[src/rtl/if_fetch_ctrl.sv]
`default_nettype none
// ============================================================================
// Module   : if_fetch_ctrl
// Purpose  : Instruction-fetch sequencer. Owns the fetch PC, issues one
//            instruction-memory request at a time over a req/gnt handshake,
//            collects the rvalid response and presents it to IF/ID under
//            stall backpressure. Branch redirects from ID and EXE (EXE wins)
//            reload the PC, and any response already in flight on the
//            squashed path is discarded.
// Ports    : clk, rst (sync, active-low)       - clock / reset
//            stall                             - IF/ID backpressure
//            npc_sel_id/exe, npc_target_id/exe - redirect requests/targets
//            imem_req/addr/gnt/rvalid/rdata    - instruction memory port
//            valid_if, if_pc, if_inst          - presented instruction
//            busy                              - request outstanding
//            perf_fetch_cnt, perf_drop_cnt     - only with IF_FETCH_PERF_EN
// Options  : IF_FETCH_PERF_EN - adds handoff / discarded-response counters
// Revision : 1.0 - initial release
// ============================================================================
module if_fetch_ctrl #(
    parameter int                 ADDR_W   = 64,
    parameter int                 INST_W   = 32,
    parameter logic [ADDR_W-1:0]  RESET_PC = '0
) (
    input  logic              clk,
    input  logic              rst,
    input  logic              stall,
    input  logic              npc_sel_id,
    input  logic [ADDR_W-1:0] npc_target_id,
    input  logic              npc_sel_exe,
    input  logic [ADDR_W-1:0] npc_target_exe,
    output logic              imem_req,
    output logic [ADDR_W-1:0] imem_addr,
    input  logic              imem_gnt,
    input  logic              imem_rvalid,
    input  logic [INST_W-1:0] imem_rdata,
    output logic              valid_if,
    output logic [ADDR_W-1:0] if_pc,
    output logic [INST_W-1:0] if_inst,
    output logic              busy
`ifdef IF_FETCH_PERF_EN
    ,
    output logic [31:0]       perf_fetch_cnt,
    output logic [31:0]       perf_drop_cnt
`endif
);

    typedef enum logic [2:0] {
        S_IDLE = 3'd0,
        S_REQ  = 3'd1,
        S_WAIT = 3'd2,
        S_DROP = 3'd3,
        S_HOLD = 3'd4
    } state_t;

    state_t            r_state;
    logic [ADDR_W-1:0] r_pc;
    logic              r_valid_if;
    logic [ADDR_W-1:0] r_if_pc;
    logic [INST_W-1:0] r_if_inst;

    logic              w_redir;
    logic [ADDR_W-1:0] w_target;

    // EXE redirect is older in program order, so it overrides ID.
    // Targets are word aligned; the low two bits are discarded.
    assign w_redir  = npc_sel_exe | npc_sel_id;
    assign w_target = (npc_sel_exe ? npc_target_exe : npc_target_id) & ~ADDR_W'(3);

`ifdef IF_FETCH_PERF_EN
    logic [31:0] r_fetch_cnt;
    logic [31:0] r_drop_cnt;
`endif

    always_ff @(posedge clk) begin
        if (!rst) begin
            r_state    <= S_IDLE;
            r_pc       <= RESET_PC;
            r_valid_if <= 1'b0;
            r_if_pc    <= RESET_PC;
            r_if_inst  <= '0;
`ifdef IF_FETCH_PERF_EN
            r_fetch_cnt <= '0;
            r_drop_cnt  <= '0;
`endif
        end else begin
            case (r_state)
                S_IDLE: begin
                    if (w_redir) r_pc <= w_target;
                    r_state <= S_REQ;
                end
                S_REQ: begin
                    // A redirect in the grant cycle makes the accepted
                    // request stale; its response must be thrown away.
                    if (w_redir) r_pc <= w_target;
                    if (imem_gnt) r_state <= w_redir ? S_DROP : S_WAIT;
                end
                S_WAIT: begin
                    if (w_redir) begin
                        r_pc <= w_target;
                        if (imem_rvalid) begin
                            r_state <= S_REQ;
`ifdef IF_FETCH_PERF_EN
                            r_drop_cnt <= r_drop_cnt + 32'd1;
`endif
                        end else begin
                            r_state <= S_DROP;
                        end
                    end else if (imem_rvalid) begin
                        r_if_inst  <= imem_rdata;
                        r_if_pc    <= r_pc;
                        r_pc       <= r_pc + ADDR_W'(4);
                        r_valid_if <= 1'b1;
                        r_state    <= S_HOLD;
                    end
                end
                S_DROP: begin
                    if (w_redir) r_pc <= w_target;
                    if (imem_rvalid) begin
                        r_state <= S_REQ;
`ifdef IF_FETCH_PERF_EN
                        r_drop_cnt <= r_drop_cnt + 32'd1;
`endif
                    end
                end
                S_HOLD: begin
                    if (w_redir) begin
                        r_valid_if <= 1'b0;
                        r_pc       <= w_target;
                        r_state    <= S_REQ;
                    end else if (!stall) begin
                        r_valid_if <= 1'b0;
                        r_state    <= S_REQ;
`ifdef IF_FETCH_PERF_EN
                        r_fetch_cnt <= r_fetch_cnt + 32'd1;
`endif
                    end
                end
                default: begin
                    r_state    <= S_IDLE;
                    r_valid_if <= 1'b0;
                end
            endcase
        end
    end

    // Request and busy decode directly from the registered state.
    assign imem_req  = (r_state == S_REQ);
    assign busy      = (r_state == S_WAIT) || (r_state == S_DROP);
    assign imem_addr = r_pc;
    assign valid_if  = r_valid_if;
    assign if_pc     = r_if_pc;
    assign if_inst   = r_if_inst;

`ifdef IF_FETCH_PERF_EN
    assign perf_fetch_cnt = r_fetch_cnt;
    assign perf_drop_cnt  = r_drop_cnt;
`endif

endmodule
`default_nettype wire

[config.mk]
export PLATFORM = sky130hd
export DESIGN_NAME = if_fetch_ctrl
export DESIGN_NICKNAME = d
export VERILOG_FILES = /design/src/rtl/if_fetch_ctrl.sv
export SDC_FILE = /design/constraint.sdc
export NUM_CORES = 1
export LEC_CHECK = 0
export CORE_UTILIZATION = 47
export DETAILED_ROUTE_END_ITERATION = 8
export PLACE_DENSITY = 0.91
export RECOVER_POWER = 100
export SLEW_MARGIN = 20
export SYNTH_ARGS = -nofsm -noshare
export SYNTH_HDL_FRONTEND = slang
export SYNTH_SLANG_ARGS = --single-unit
[constraint.sdc]
create_clock -name clk -period 4.7 [get_ports clk]
set_clock_uncertainty 0.1 [all_clocks]
set_input_delay 0.705 -clock clk [delete_from_list [all_inputs] [get_ports clk]]
set_output_delay 0.705 -clock clk [all_outputs]
set_load 0.1 [all_outputs]
Word level (Yosys, flattened, before mapping)
Cells that the tools add are included.
- word-level logic and storage cells: 48
- register bits: 164
- output and inout port bits: 163
- reductions and logical operators: 9
- muxes and demuxes: 19
- equality and inequality tests: 11
- bitwise gates (word level): 3
- add/sub/neg operators: 1
- operators with widths (kind ; count):
    two-way mux 64 bit ; 4
    case mux 64 bit (2 select lines) ; 1
    adder 64 x 3 -> 64 bit, second input constant ; 1
    two-way mux 3 bit ; 6
    case mux 3 bit (5 select lines) ; 1
    AND reduction 4 bit ; 2
    equality test 3 x 2 -> 1 bit, second input constant ; 2
    != test 2 bit, second input constant ; 3
    != test 3 bit, second input constant ; 2
    AND reduction 3 bit ; 2
    two-way mux 1 bit ; 5
    != test 2 x 1 -> 1 bit, second input constant ; 2
    OR reduction 4 bit ; 1
    equality test 3 x 1 -> 1 bit, second input constant ; 1
    equality test 3 bit, second input constant ; 1
    zero test 3 bit ; 1
    case mux 1 bit (3 select lines) ; 1
    OR reduction 3 bit ; 1
    two-way mux 2 bit ; 1
    inverter 1 bit ; 2
    nonzero test 2 bit ; 1
    logical OR 1 bit ; 1
    bitwise OR 1 bit ; 1

Depth between registers and ports, before layout
Gate-level depths: netlist (run 1).
- word-level depth: 4
- gate-level depth with buffers: 10

Worst setup path before layout (run 1)
Ideal clock, no wire load.
- kind: flip-flop to flip-flop
- from: register r_pc[2] (netlist: imem_addr[2])
- to: register r_pc[34] (netlist: imem_addr[34])
- path slack: 1.648 ns
- cell stages (with the launch flop): 9
- data required time: 4.480 ns
- buffers on the path: 1
- clock period less this slack: 3.052 ns
- data arrival time: 2.832 ns
- cell sequence: dfxtp_1 ha_1 nand3_1 nor4_2 buf_2 and3_1 nand4_1 and3_1 o31a_1
- word-level cells in the longest chain between the ends: 4
- RTL lines (item ; RTL line ; text):
    from (decl) ; 57 ; logic [ADDR_W-1:0] r_pc;
    from (signal assigned) ; 89 ; if (w_redir) r_pc <= w_target;
    from (signal assigned) ; 95 ; if (w_redir) r_pc <= w_target;
    from (signal assigned) ; 100 ; r_pc <= w_target;
    adder 64 x 3 -> 64 bit ; 112 ; r_pc <= r_pc + ADDR_W'(4);
    two-way mux 64 bit ; 109 ; end else if (imem_rvalid) begin
    two-way mux 64 bit ; 99 ; if (w_redir) begin
    case mux 64 bit (2 select lines) ; 87 ; case (r_state)
No other way between the ends. The select of a mux whose other input is x is not followed.
A chain may end at the register's enable or synchronous reset.

Worst setup path after layout (run 1)
- from: input port rst
- to: register r_pc[21] (netlist: imem_addr[21])
- RTL lines (item ; RTL line ; text):
    from (decl) ; 26 ; input logic rst,
No word-level cell between the ends.

==> flow_metrics.py, run 1 <==
metrics = {
    "placement": {
        "worst_setup_slack_after_placement_ns": 1.35,
        "place.gp.congestion": 0.877,
        "detailed_place_hpwl_um": 19100,
        "port_buffers": 321,
    },
    "synth": {
        "seq_area_frac_synth": 0.397,
        "synth_edf_count": 0,
        "post_synth_num_cell_types": 57,
        "synthesis.yosys.warnings": 0,
        "synth_async_sr_flop_share": 0,
        "netlist_area_um2": 8070,
        "postSynth.topFlopCell": "sky130_fd_sc_hd__dfxtp_1",
        "netlist_instances": 1075,
        "syn_area_per_cell_um2": 7.51,
        "postSynthRegisterBits": 160,
    },
    "cts": {
        "tritoncts_clock_tree": "built",
        "clock_insertion_delay_worst_skew_ns": 0.43,
        "cts.sink_count": 160,
        "cts_root_buf": "sky130_fd_sc_hd__clkbuf_16",
        "post_cts_resized": 0,
        "total_cts_buffers": 17,
        "cts.repair_timing.setup_buffer_count": 0,
        "clk_pin_slew_worst_paths_ns": 0.06,
        "clock_tree.buffer_depth": 2,
        "hold_buffers": 0,
        "level_count_of_the_clock_h_tree": 4,
    },
    "outcome": {
        "failed_checks": "max-capacitance violations, max-slew violations",
        "run_status": "complete, but fails checks",
    },
    "setup_path": {
        "path_cells": "dlygate4sd3_1 -> clkbuf_1 -> inv_4 -> buf_12 -> a211oi_1",
        "critPathTopFamily": "buffers and inverters",
        "worst_path_largest_cell_delay_ns": 1.35,
        "crit_path_max_fanout": 68,
        "worst_setup_path_end_kind": "flip-flop",
        "cp.arrival_ns": 4.01,
        "setup.worst_path.class": "in2reg",
        "critical_path.startpoint_type": "input port",
        "worst_ep_required_time_ns": 4.93,
        "path_buf_inv": 4,
        "worst_path_max_delay_cell": "sky130_fd_sc_hd__clkbuf_1",
    },
    "floorplanning": {
        "rows": 47,
        "die_extent_in_x_um": 133,
        "initial_standard_cell_utilization_of_the_core": 0.483,
        "top_level_ports": 330,
        "die-height_um": 133,
        "floorplan.die_area_um2": 17700,
        "core_footprint_um2": 16700,
    },
    "global_route": {
        "globalRouteTotalUtil": 0.311,
        "wire_length_of_the_first_global_routing_pass_um": 43900,
        "overflow_left_after_global_routing": 0,
        "antenna_found_initial": 0,
        "largest_net_degree_at_the_start_of_global_routing": 69,
        "vias_in_the_first_global_route": 8730,
    },
    "power_and_ir_drop": {
        "p_per_area_nw_per_um2": 309,
        "total_switching_power_mw": 1.20,
        "static-leakage-power_nw": 4.51,
        "max_rail_drop_vdd_uv": 234,
        "power_frac_clock": 0.375,
        "combPwrFrac": 0.219,
        "seq_power_share": 0.406,
        "power.internal_mw": 2.47,
        "switching_fraction_of_total_power": 0.328,
    },
    "timing": {
        "slew_at_the_pin_closest_to_its_max_slew_limit_ns": 1.90,
        "hold_viol": 0,
        "max_freq_ghz": 0.264,
        "layout_setup_ws_ns": 0.915,
        "setup_tns_ns": 0,
        "grt_setup_unrepaired": "no",
        "timing.final.crit_period_ns": 3.79,
        "period_share": 0.805,
        "setup_viol": 0,
        "maxSlewViolCount": 94,
        "slew_headroom": -0.266,
    },
    "finish": {
        "post_route_cells_drive_above_1_share": 0.0555,
        "filler_cell_count": 1288,
        "final_core_util": 0.712,
        "area.growth.synth_to_final_pct": 47.2,
        "antenna-diode-count": 0,
        "layout.nets": 1507,
        "area_occupied_by_multi_input_gates_um2": 4480,
        "sequential_cell_area_in_the_final_layout_um2": 3200,
    },
    "route": {
        "drtAntennaViolNets": 0,
        "drc_errors": 0,
        "drt_first_iter_violations": 866,
        "postRouteWirelength_um": 27800,
        "post_drt_wl_per_cell_um": 17.7,
        "post_drt_via_cell_ratio": 5.83,
        "vias": 9156,
        "drt_pre_antenna_iters": 5,
    },
    "job": {
        "drv_cap": 3,
    },
    "hold_path": {
        "hold_path.class": "reg2reg",
    },
}
placed cells by master (no fill, tap or decap), types with 19 or more instances in the layout:
master                            instances
sky130_fd_sc_hd__a21oi_1                156
sky130_fd_sc_hd__clkdlybuf4s50_1        159
sky130_fd_sc_hd__dfxtp_1                160
sky130_fd_sc_hd__dlygate4sd3_1          161
sky130_fd_sc_hd__mux2i_1                 44
sky130_fd_sc_hd__nand2_1                236
sky130_fd_sc_hd__nand3_1                 34
sky130_fd_sc_hd__nand4_1                 19
sky130_fd_sc_hd__nor2_1                  54
sky130_fd_sc_hd__nor3_1                  39
sky130_fd_sc_hd__o21ai_0                 48
routing by layer:
layer,part of all wire,track usage,up-vias
met5,0,0,-
li1,-,-,4339
met1,0.38,0.362,4229
met4,0.028,0.123,0
met2,0.49,0.547,517
met3,0.10,0.0736,71
final timing paths:
check                                   start       endpoint  slack (ns)  cells past startpoint
worst max-delay path                      rst  imem_addr[21]        0.91                      5
worst min-delay path                if_pc[57]      if_pc[57]        0.35                      2
worst max register to register  imem_addr[10]  imem_addr[63]        0.98                      6
worst min register to register      if_pc[57]      if_pc[57]        0.35                      2
flip-flops by register name, summed over array words and instances, names as in the netlist:
signal / flops
r_state: 3
if_pc: 62
imem_addr: 62
if_inst: 32
valid_if: 1
power groups by stage:
| stage | Clock, mW | Sequential (mW) | Combinational [mW] |
|---|---|---|---|
| after floorplan | 0 | 1.82 | 0.220 |
| after global placement | 0 | 1.52 | 0.810 |
| after detailed placement | 0 | 1.52 | 0.820 |
| after CTS | 1.38 | 1.49 | 0.823 |
| after global routing | 1.44 | 1.50 | 0.842 |
| final | 1.38 | 1.49 | 0.804 |
cell usage after synthesis, types with 6 or more instances:
cell / instances / area share
sky130_fd_sc_hd__a21oi_1: 156 / 0.097
sky130_fd_sc_hd__o31a_1: 6 / 0.0065
sky130_fd_sc_hd__a211oi_1: 12 / 0.011
sky130_fd_sc_hd__mux2_2: 16 / 0.022
sky130_fd_sc_hd__mux2i_1: 44 / 0.055
sky130_fd_sc_hd__nand2_1: 236 / 0.11
sky130_fd_sc_hd__nor4_1: 12 / 0.0093
sky130_fd_sc_hd__nor2_1: 55 / 0.026
sky130_fd_sc_hd__o21ai_0: 47 / 0.029
sky130_fd_sc_hd__nand4_1: 19 / 0.015
sky130_fd_sc_hd__buf_2: 14 / 0.0087
sky130_fd_sc_hd__dfxtp_1: 160 / 0.40
sky130_fd_sc_hd__clkbuf_1: 68 / 0.032
sky130_fd_sc_hd__a31oi_1: 17 / 0.013
sky130_fd_sc_hd__o211ai_1: 8 / 0.0074
sky130_fd_sc_hd__o22ai_1: 14 / 0.011
sky130_fd_sc_hd__nand3_1: 34 / 0.021
sky130_fd_sc_hd__and3_1: 15 / 0.012
sky130_fd_sc_hd__or4_1: 7 / 0.0065
sky130_fd_sc_hd__nor2b_1: 6 / 0.0046
sky130_fd_sc_hd__inv_1: 9 / 0.0042
sky130_fd_sc_hd__nor3_1: 39 / 0.024
tightest hold or removal path: stages (launching register included):
cell and delay [ns]:
sky130_fd_sc_hd__dfxtp_1 0.30, sky130_fd_sc_hd__nand2_1 0.05, sky130_fd_sc_hd__a21oi_1 0.05
per-stage QoR:
step | power, mW | std cells | hold WS (ns) | cell area, um2
after floorplan | 2.04 | 1078 | 0.398 | 8090
after global placement | 2.33 | 1540 | 0.340 | 11300
after detailed placement | 2.34 | 1540 | 0.346 | 11300
after CTS | 3.70 | 1571 | 0.354 | 11900
after global routing | 3.78 | 1571 | 0.372 | 11900
final | 3.67 | 1571 | 0.349 | 11900
cell families (layout without fill, tap and decap cells):
group / count (synthesis) / in the layout / share of synthesized area
AO/OA/AOI/OAI: 295 / 295 / 0.210
XOR/XNOR: 1 / 1 / 0.00108
adder cells (fa/ha/maj): 1 / 1 / 0.00155
buffers and inverters: 101 / 374 / 0.0510
flip-flops: 160 / 160 / 0.397
multiplexers: 60 / 60 / 0.0769
other: 1 / 4 / 0.000464
AND/OR/NAND/NOR: 456 / 456 / 0.262
area by class of cell:
| class | count | area share |
|---|---|---|
| clock inverters | 12 | 0.0115 |
| repair buffers | 333 | 0.278 |
| inverters | 10 | 0.00337 |
| well taps | 220 | 0.0232 |
| flip-flops and latches | 160 | 0.270 |
| multi-input cells | 817 | 0.377 |
| clock buffers | 19 | 0.0373 |
Note: power is estimated with default switching activity, not from simulation.
==> run 2, diff against run 1 <==
--- a/config.mk
+++ b/config.mk
@@ -5,9 +5,9 @@
 export SDC_FILE = /design/constraint.sdc
 export NUM_CORES = 1
 export LEC_CHECK = 0
-export CORE_UTILIZATION = 47
+export CORE_UTILIZATION = 39
 export DETAILED_ROUTE_END_ITERATION = 8
-export PLACE_DENSITY = 0.91
+export PLACE_DENSITY = 0.82
 export RECOVER_POWER = 100
 export SLEW_MARGIN = 20
 export SYNTH_ARGS = -nofsm -noshare
==> constraint.sdc (replaced) <==
create_clock -name clk -period 3.11 [get_ports clk]
set_clock_uncertainty 0.1 [all_clocks]
set_input_delay 0.4665 -clock clk [delete_from_list [all_inputs] [get_ports clk]]
set_output_delay 0.4665 -clock clk [all_outputs]
set_load 0.1 [all_outputs]
==> run 2 against run 1 <==
The flow now finishes without violations. Non-clock buffer count increased by 17. First-iteration DRC count decreased by 28%. Die area increased by 20%. Cell count increased by 4.3%. Combinational power increased by 44%.
==> flow_metrics.py, run 2 (synthesis results as in run 1) <==
metrics = {
    "cts": {
        "cts.sink_count": 160,
        "clock_insertion_delay_worst_skew_ns": 0.43,
        "hold_buffers": 0,
        "post_cts_resized": 0,
        "clk_pin_slew_worst_paths_ns": 0.07,
        "clock_tree.buffer_depth": 2,
        "level_count_of_the_clock_h_tree": 4,
        "cts.repair_timing.setup_buffer_count": 0,
        "cts_root_buf": "sky130_fd_sc_hd__clkbuf_16",
        "total_cts_buffers": 17,
        "tritoncts_clock_tree": "built",
    },
    "setup_path": {
        "path_buf_inv": 0,
        "worst_path_largest_cell_delay_ns": 0.66,
        "critical_path.startpoint_type": "flip-flop",
        "cp.arrival_ns": 3.10,
        "critPathTopFamily": "simple AND/OR/NAND/NOR gates",
        "r2r_cells": 6,
        "worst_ep_required_time_ns": 3.31,
        "crit_path_max_fanout": 10,
        "worst_path_max_delay_cell": "sky130_fd_sc_hd__nor4b_1",
        "path_cells": "nand3_1 -> nor4_4 -> nand4_2 -> nor4b_1 -> xnor2_1 -> a21oi_1",
        "timing.critical_path.depth": 6,
        "setup.worst_path.class": "reg2reg",
        "worst_setup_path_end_kind": "flip-flop",
    },
    "timing": {
        "slew_headroom": 0.00828,
        "slew_at_the_pin_closest_to_its_max_slew_limit_ns": 1.49,
        "setup_tns_ns": 0,
        "timing.hold.ws_ns": 0.353,
        "maxSlewViolCount": 0,
        "period_share": 0.933,
        "timing.final.crit_period_ns": 2.90,
        "setup_viol": 0,
        "max_freq_ghz": 0.345,
        "grt_setup_unrepaired": "no",
        "hold_viol": 0,
    },
    "route": {
        "post_drt_wl_per_cell_um": 17.0,
        "drt_first_iter_violations": 624,
        "postRouteWirelength_um": 27900,
        "drc_errors": 0,
        "drtAntennaViolNets": 0,
        "post_drt_via_cell_ratio": 5.55,
        "drt_pre_antenna_iters": 5,
        "vias": 9089,
    },
    "global_route": {
        "antenna_found_initial": 0,
        "largest_net_degree_at_the_start_of_global_routing": 69,
        "wire_length_of_the_first_global_routing_pass_um": 44400,
        "vias_in_the_first_global_route": 8652,
        "overflow_left_after_global_routing": 0,
        "globalRouteTotalUtil": 0.258,
    },
    "floorplanning": {
        "rows": 52,
        "floorplan.die_area_um2": 21300,
        "initial_standard_cell_utilization_of_the_core": 0.399,
        "die_extent_in_x_um": 146,
        "core_footprint_um2": 20200,
        "top_level_ports": 330,
        "die-height_um": 146,
    },
    "placement": {
        "place.gp.congestion": 0.828,
        "placed_cell_area_um2": 11100,
        "detailed_place_hpwl_um": 19900,
        "port_buffers": 321,
    },
    "finish": {
        "layout.nets": 1524,
        "post_route_cells_drive_above_1_share": 0.0687,
        "most_common_library_cell_in_the_layout_ignoring_fill_and_taps": "sky130_fd_sc_hd__nand2_1",
        "area.growth.synth_to_final_pct": 37.5,
        "most-common-layout-cells": "sky130_fd_sc_hd__nand2_1 (236), sky130_fd_sc_hd__dfxtp_1 (160), sky130_fd_sc_hd__clkdlybuf4s50_1 (160), sky130_fd_sc_hd__clkbuf_1 (160), sky130_fd_sc_hd__a21oi_1 (156)",
        "post-route-cell-area_um2": 11100,
        "antenna-diode-count": 0,
    },
    "hold_path": {
        "min_path_cells": 2,
        "hold_path.class": "reg2reg",
    },
    "power_and_ir_drop": {
        "static-leakage-power_nw": 3.78,
        "max_rail_drop_vdd_uv": 359,
        "p_per_area_nw_per_um2": 500,
    },
    "outcome": {
        "run_status": "complete, no violations",
    },
    "job": {
        "drv_cap": 0,
    },
}
[run 2: path summary, 6_finish.rpt]
check / from / end / slack (ns)
worst max-delay path: imem_addr[10] / imem_addr[63] / 0.21
worst min-delay path: if_inst[9] / if_inst[9] / 0.35
worst max register to register: imem_addr[10] / imem_addr[63] / 0.21
worst min register to register: if_inst[9] / if_inst[9] / 0.35
[run 2: power breakdown]
group          switching, mW  internal, mW  leakage, nW
combinational          0.813         0.352         2.19
clock                  0.991          1.15        0.291
sequential             0.129          2.12         1.30
[run 2: routing by layer]
| layer | vias up | track usage | share of wire |
|---|---|---|---|
| met4 | 0 | 0.0974 | 0.024 |
| met5 | - | 0 | 0 |
| met2 | 390 | 0.451 | 0.50 |
| li1 | 4373 | - | - |
| met3 | 51 | 0.0611 | 0.072 |
| met1 | 4275 | 0.304 | 0.41 |
[run 2: per-stage QoR]
| stage | setup WS (ns) | instances | power (mW) | utilization |
|---|---|---|---|---|
| final | 0.209 | 1639 | 5.55 | 0.548 |
| after global routing | 0.0888 | 1639 | 5.74 | 0.548 |
| after CTS | 0.340 | 1639 | 5.64 | 0.580 |
| after detailed placement | 0.331 | 1607 | 3.52 | 0.551 |
| after global placement | 0.361 | 1607 | 3.51 | 0.551 |
| after floorplan | 0.0580 | 1078 | 3.08 | - |
[run 2: worst min-delay path: cells and delay by family, from the launching register on]
kind | cells | cell delay (ns)
flip-flops | 1 | 0.31
AND/OR/NAND/NOR | 1 | 0.05
AO/OA/AOI/OAI | 1 | 0.05
[run 2: cell type report]
type,count,area [um2]
clock buffers,17,425
inverters,10,40.0
multi-input cells,817,4480
clock inverters,15,166
well taps,270,338
fillers,2008,9140
flip-flops and latches,160,3200
repair buffers,350,2440
==> run 3, diff against run 2 <==
--- a/config.mk
+++ b/config.mk
@@ -7,7 +7,8 @@
 export LEC_CHECK = 0
 export CORE_UTILIZATION = 39
 export DETAILED_ROUTE_END_ITERATION = 8
-export PLACE_DENSITY = 0.82
+export MAX_ROUTING_LAYER = met4
+export PLACE_DENSITY = 0.77
 export RECOVER_POWER = 100
 export SLEW_MARGIN = 20
 export SYNTH_ARGS = -nofsm -noshare
==> run 3 against run 2 <==
The run now ends with max-capacitance violations, max-slew violations left. Wire length decreased by 1.1%. Clock power increased by 10%. Register-to-register slack improved by 0.07 ns. Critical path depth increased by 1. Sequential share of layout area decreased by 0.20 points. Final area grew 0.69%. Total power increased by 3.9%. Non-clock buffer count fell by 2. Worst setup slack improved by 0.073 ns. Cell count shrank 0.12%. Largest cell class unchanged. Highest routed layer unchanged.
==> flow_metrics.py, run 3 (synthesis results as in run 1) <==
metrics = {
    "finish": {
        "post_route_cells_drive_above_1_share": 0.0666,
        "antenna-diode-count": 0,
        "layout.nets": 1522,
        "most_common_library_cell_in_the_layout_ignoring_fill_and_taps": "sky130_fd_sc_hd__nand2_1",
        "post-route-cell-area_um2": 11200,
        "area.growth.synth_to_final_pct": 38.4,
        "filler_cell_count": 2023,
        "most-common-layout-cells": "sky130_fd_sc_hd__nand2_1 (236), sky130_fd_sc_hd__clkbuf_1 (162), sky130_fd_sc_hd__dfxtp_1 (160), sky130_fd_sc_hd__clkdlybuf4s50_1 (159), sky130_fd_sc_hd__a21oi_1 (156)",
        "post_layout_nonfiller_instances": 1637,
        "sequential_cell_area_in_the_final_layout_um2": 3200,
        "final_core_util": 0.552,
        "area_occupied_by_multi_input_gates_um2": 4480,
    },
    "floorplanning": {
        "rows": 52,
        "initial_standard_cell_utilization_of_the_core": 0.399,
        "core_footprint_um2": 20200,
        "top_level_ports": 330,
        "die_extent_in_x_um": 146,
        "floorplan.die_area_um2": 21300,
        "die-height_um": 146,
    },
    "timing": {
        "setup_viol": 0,
        "setup_tns_ns": 0,
        "slew_at_the_pin_closest_to_its_max_slew_limit_ns": 1.65,
        "timing.final.crit_period_ns": 2.83,
        "hold_viol": 0,
        "slew_headroom": -0.102,
        "grt_setup_unrepaired": "no",
        "max_freq_ghz": 0.354,
        "layout_setup_ws_ns": 0.281,
        "timing.hold.ws_ns": 0.355,
        "period_share": 0.910,
        "maxSlewViolCount": 32,
    },
    "setup_path": {
        "cp.arrival_ns": 3.03,
        "worst_path_largest_cell_delay_ns": 0.53,
        "worst_path_max_delay_cell": "sky130_fd_sc_hd__nor4b_2",
        "setup.worst_path.class": "reg2reg",
        "worst_setup_path_end_kind": "flip-flop",
        "path_cells": "nand3_1 -> nor4_4 -> clkbuf_2 -> nand4_2 -> nor4b_2 -> xnor2_1 -> a21oi_1",
        "critical_path.startpoint_type": "flip-flop",
        "worst_ep_required_time_ns": 3.31,
        "crit_path_max_fanout": 15,
    },
    "placement": {
        "port_buffers": 321,
        "total_placed_cells_including_tap_cells": 1605,
        "detailed_place_hpwl_um": 19400,
        "worst_setup_slack_after_placement_ns": 0.292,
        "placed_cell_area_um2": 11200,
        "place.gp.congestion": 0.813,
    },
    "job": {
        "drv_cap": 1,
    },
    "global_route": {
        "largest_net_degree_at_the_start_of_global_routing": 85,
        "wire_length_of_the_first_global_routing_pass_um": 44500,
        "globalRouteTotalUtil": 0.267,
        "busiest_layer": "met2",
        "vias_in_the_first_global_route": 8674,
        "antenna_found_initial": 0,
        "use_met3": 0.0533,
        "overflow_left_after_global_routing": 0,
        "grt_util_met2": 0.450,
        "grt.met1_usage": 0.316,
    },
    "cts": {
        "cts.sink_count": 160,
        "total_cts_buffers": 17,
        "tritoncts_clock_tree": "built",
        "clock_insertion_delay_worst_skew_ns": 0.43,
        "post_cts_resized": 0,
        "clock_tree.buffer_depth": 2,
        "clk_pin_slew_worst_paths_ns": 0.07,
        "cts.repair_timing.setup_buffer_count": 0,
        "level_count_of_the_clock_h_tree": 4,
        "cts_root_buf": "sky130_fd_sc_hd__clkbuf_16",
        "hold_buffers": 0,
    },
    "power_and_ir_drop": {
        "static-leakage-power_nw": 3.80,
        "total_power_mw": 5.77,
        "p_per_area_nw_per_um2": 516,
        "max_rail_drop_vdd_uv": 355,
    },
    "route": {
        "drt_pre_antenna_iters": 5,
        "drc_errors": 0,
        "post_drt_wl_per_cell_um": 16.8,
        "post_drt_via_cell_ratio": 5.50,
        "drtAntennaViolNets": 0,
        "postRouteWirelength_um": 27600,
        "drt_first_iter_violations": 566,
        "vias": 9003,
    },
    "outcome": {
        "failed_checks": "max-capacitance violations, max-slew violations",
        "run_status": "complete, but fails checks",
    },
    "hold_path": {
        "hold_path.class": "reg2reg",
    },
}
run 3: cell types whose count changed in the layout (fill, tap and decap cells not counted), sizes merged:
cell,before,now
buf,24,21
bufinv,1,4
inv,19,16
clkbuf,182,184
clkdlybuf4s50,160,159
clkinvlp,1,0
dlygate4sd3,1,2
run 3: cell type report:
class / count / share of cell area
clock inverters: 14 / 0.0197
repair buffers: 348 / 0.219
clock buffers: 18 / 0.0393
inverters: 10 / 0.00358
flip-flops and latches: 160 / 0.287
well taps: 270 / 0.0302
multi-input cells: 817 / 0.401
run 3: final timing paths:
kind | start | to | slack (ns) | cells after the start
setup / recovery | imem_addr[10] | imem_addr[63] | 0.28 | 7
hold reg to reg | if_pc[31] | if_pc[31] | 0.35 | 2
setup reg to reg | imem_addr[10] | imem_addr[63] | 0.28 | 7
hold / removal | if_pc[31] | if_pc[31] | 0.35 | 2
run 3: worst max-delay path: cells and delay by family, from the launching register on:
family | cells | cell delay (ns)
and+or+nand+nor | 4 | 1.48
AOI/OAI and AO/OA | 1 | 0.08
DFF | 1 | 0.50
buffers and inverters | 1 | 0.38
xor gates and xnor gates | 1 | 0.17
run 3: layer usage:
layer,routed length (um),up-vias
met5,0,-
met4,653,0
met3,1860,58
met2,13600,362
met1,11500,4208
li1,-,4375
run 3: power breakdown:
group	switching [mW]	internal, mW	total (mW)
clock network	0.957	1.40	2.36
registers	0.122	2.12	2.24
logic	0.818	0.354	1.17
total	1.90	3.87	5.77
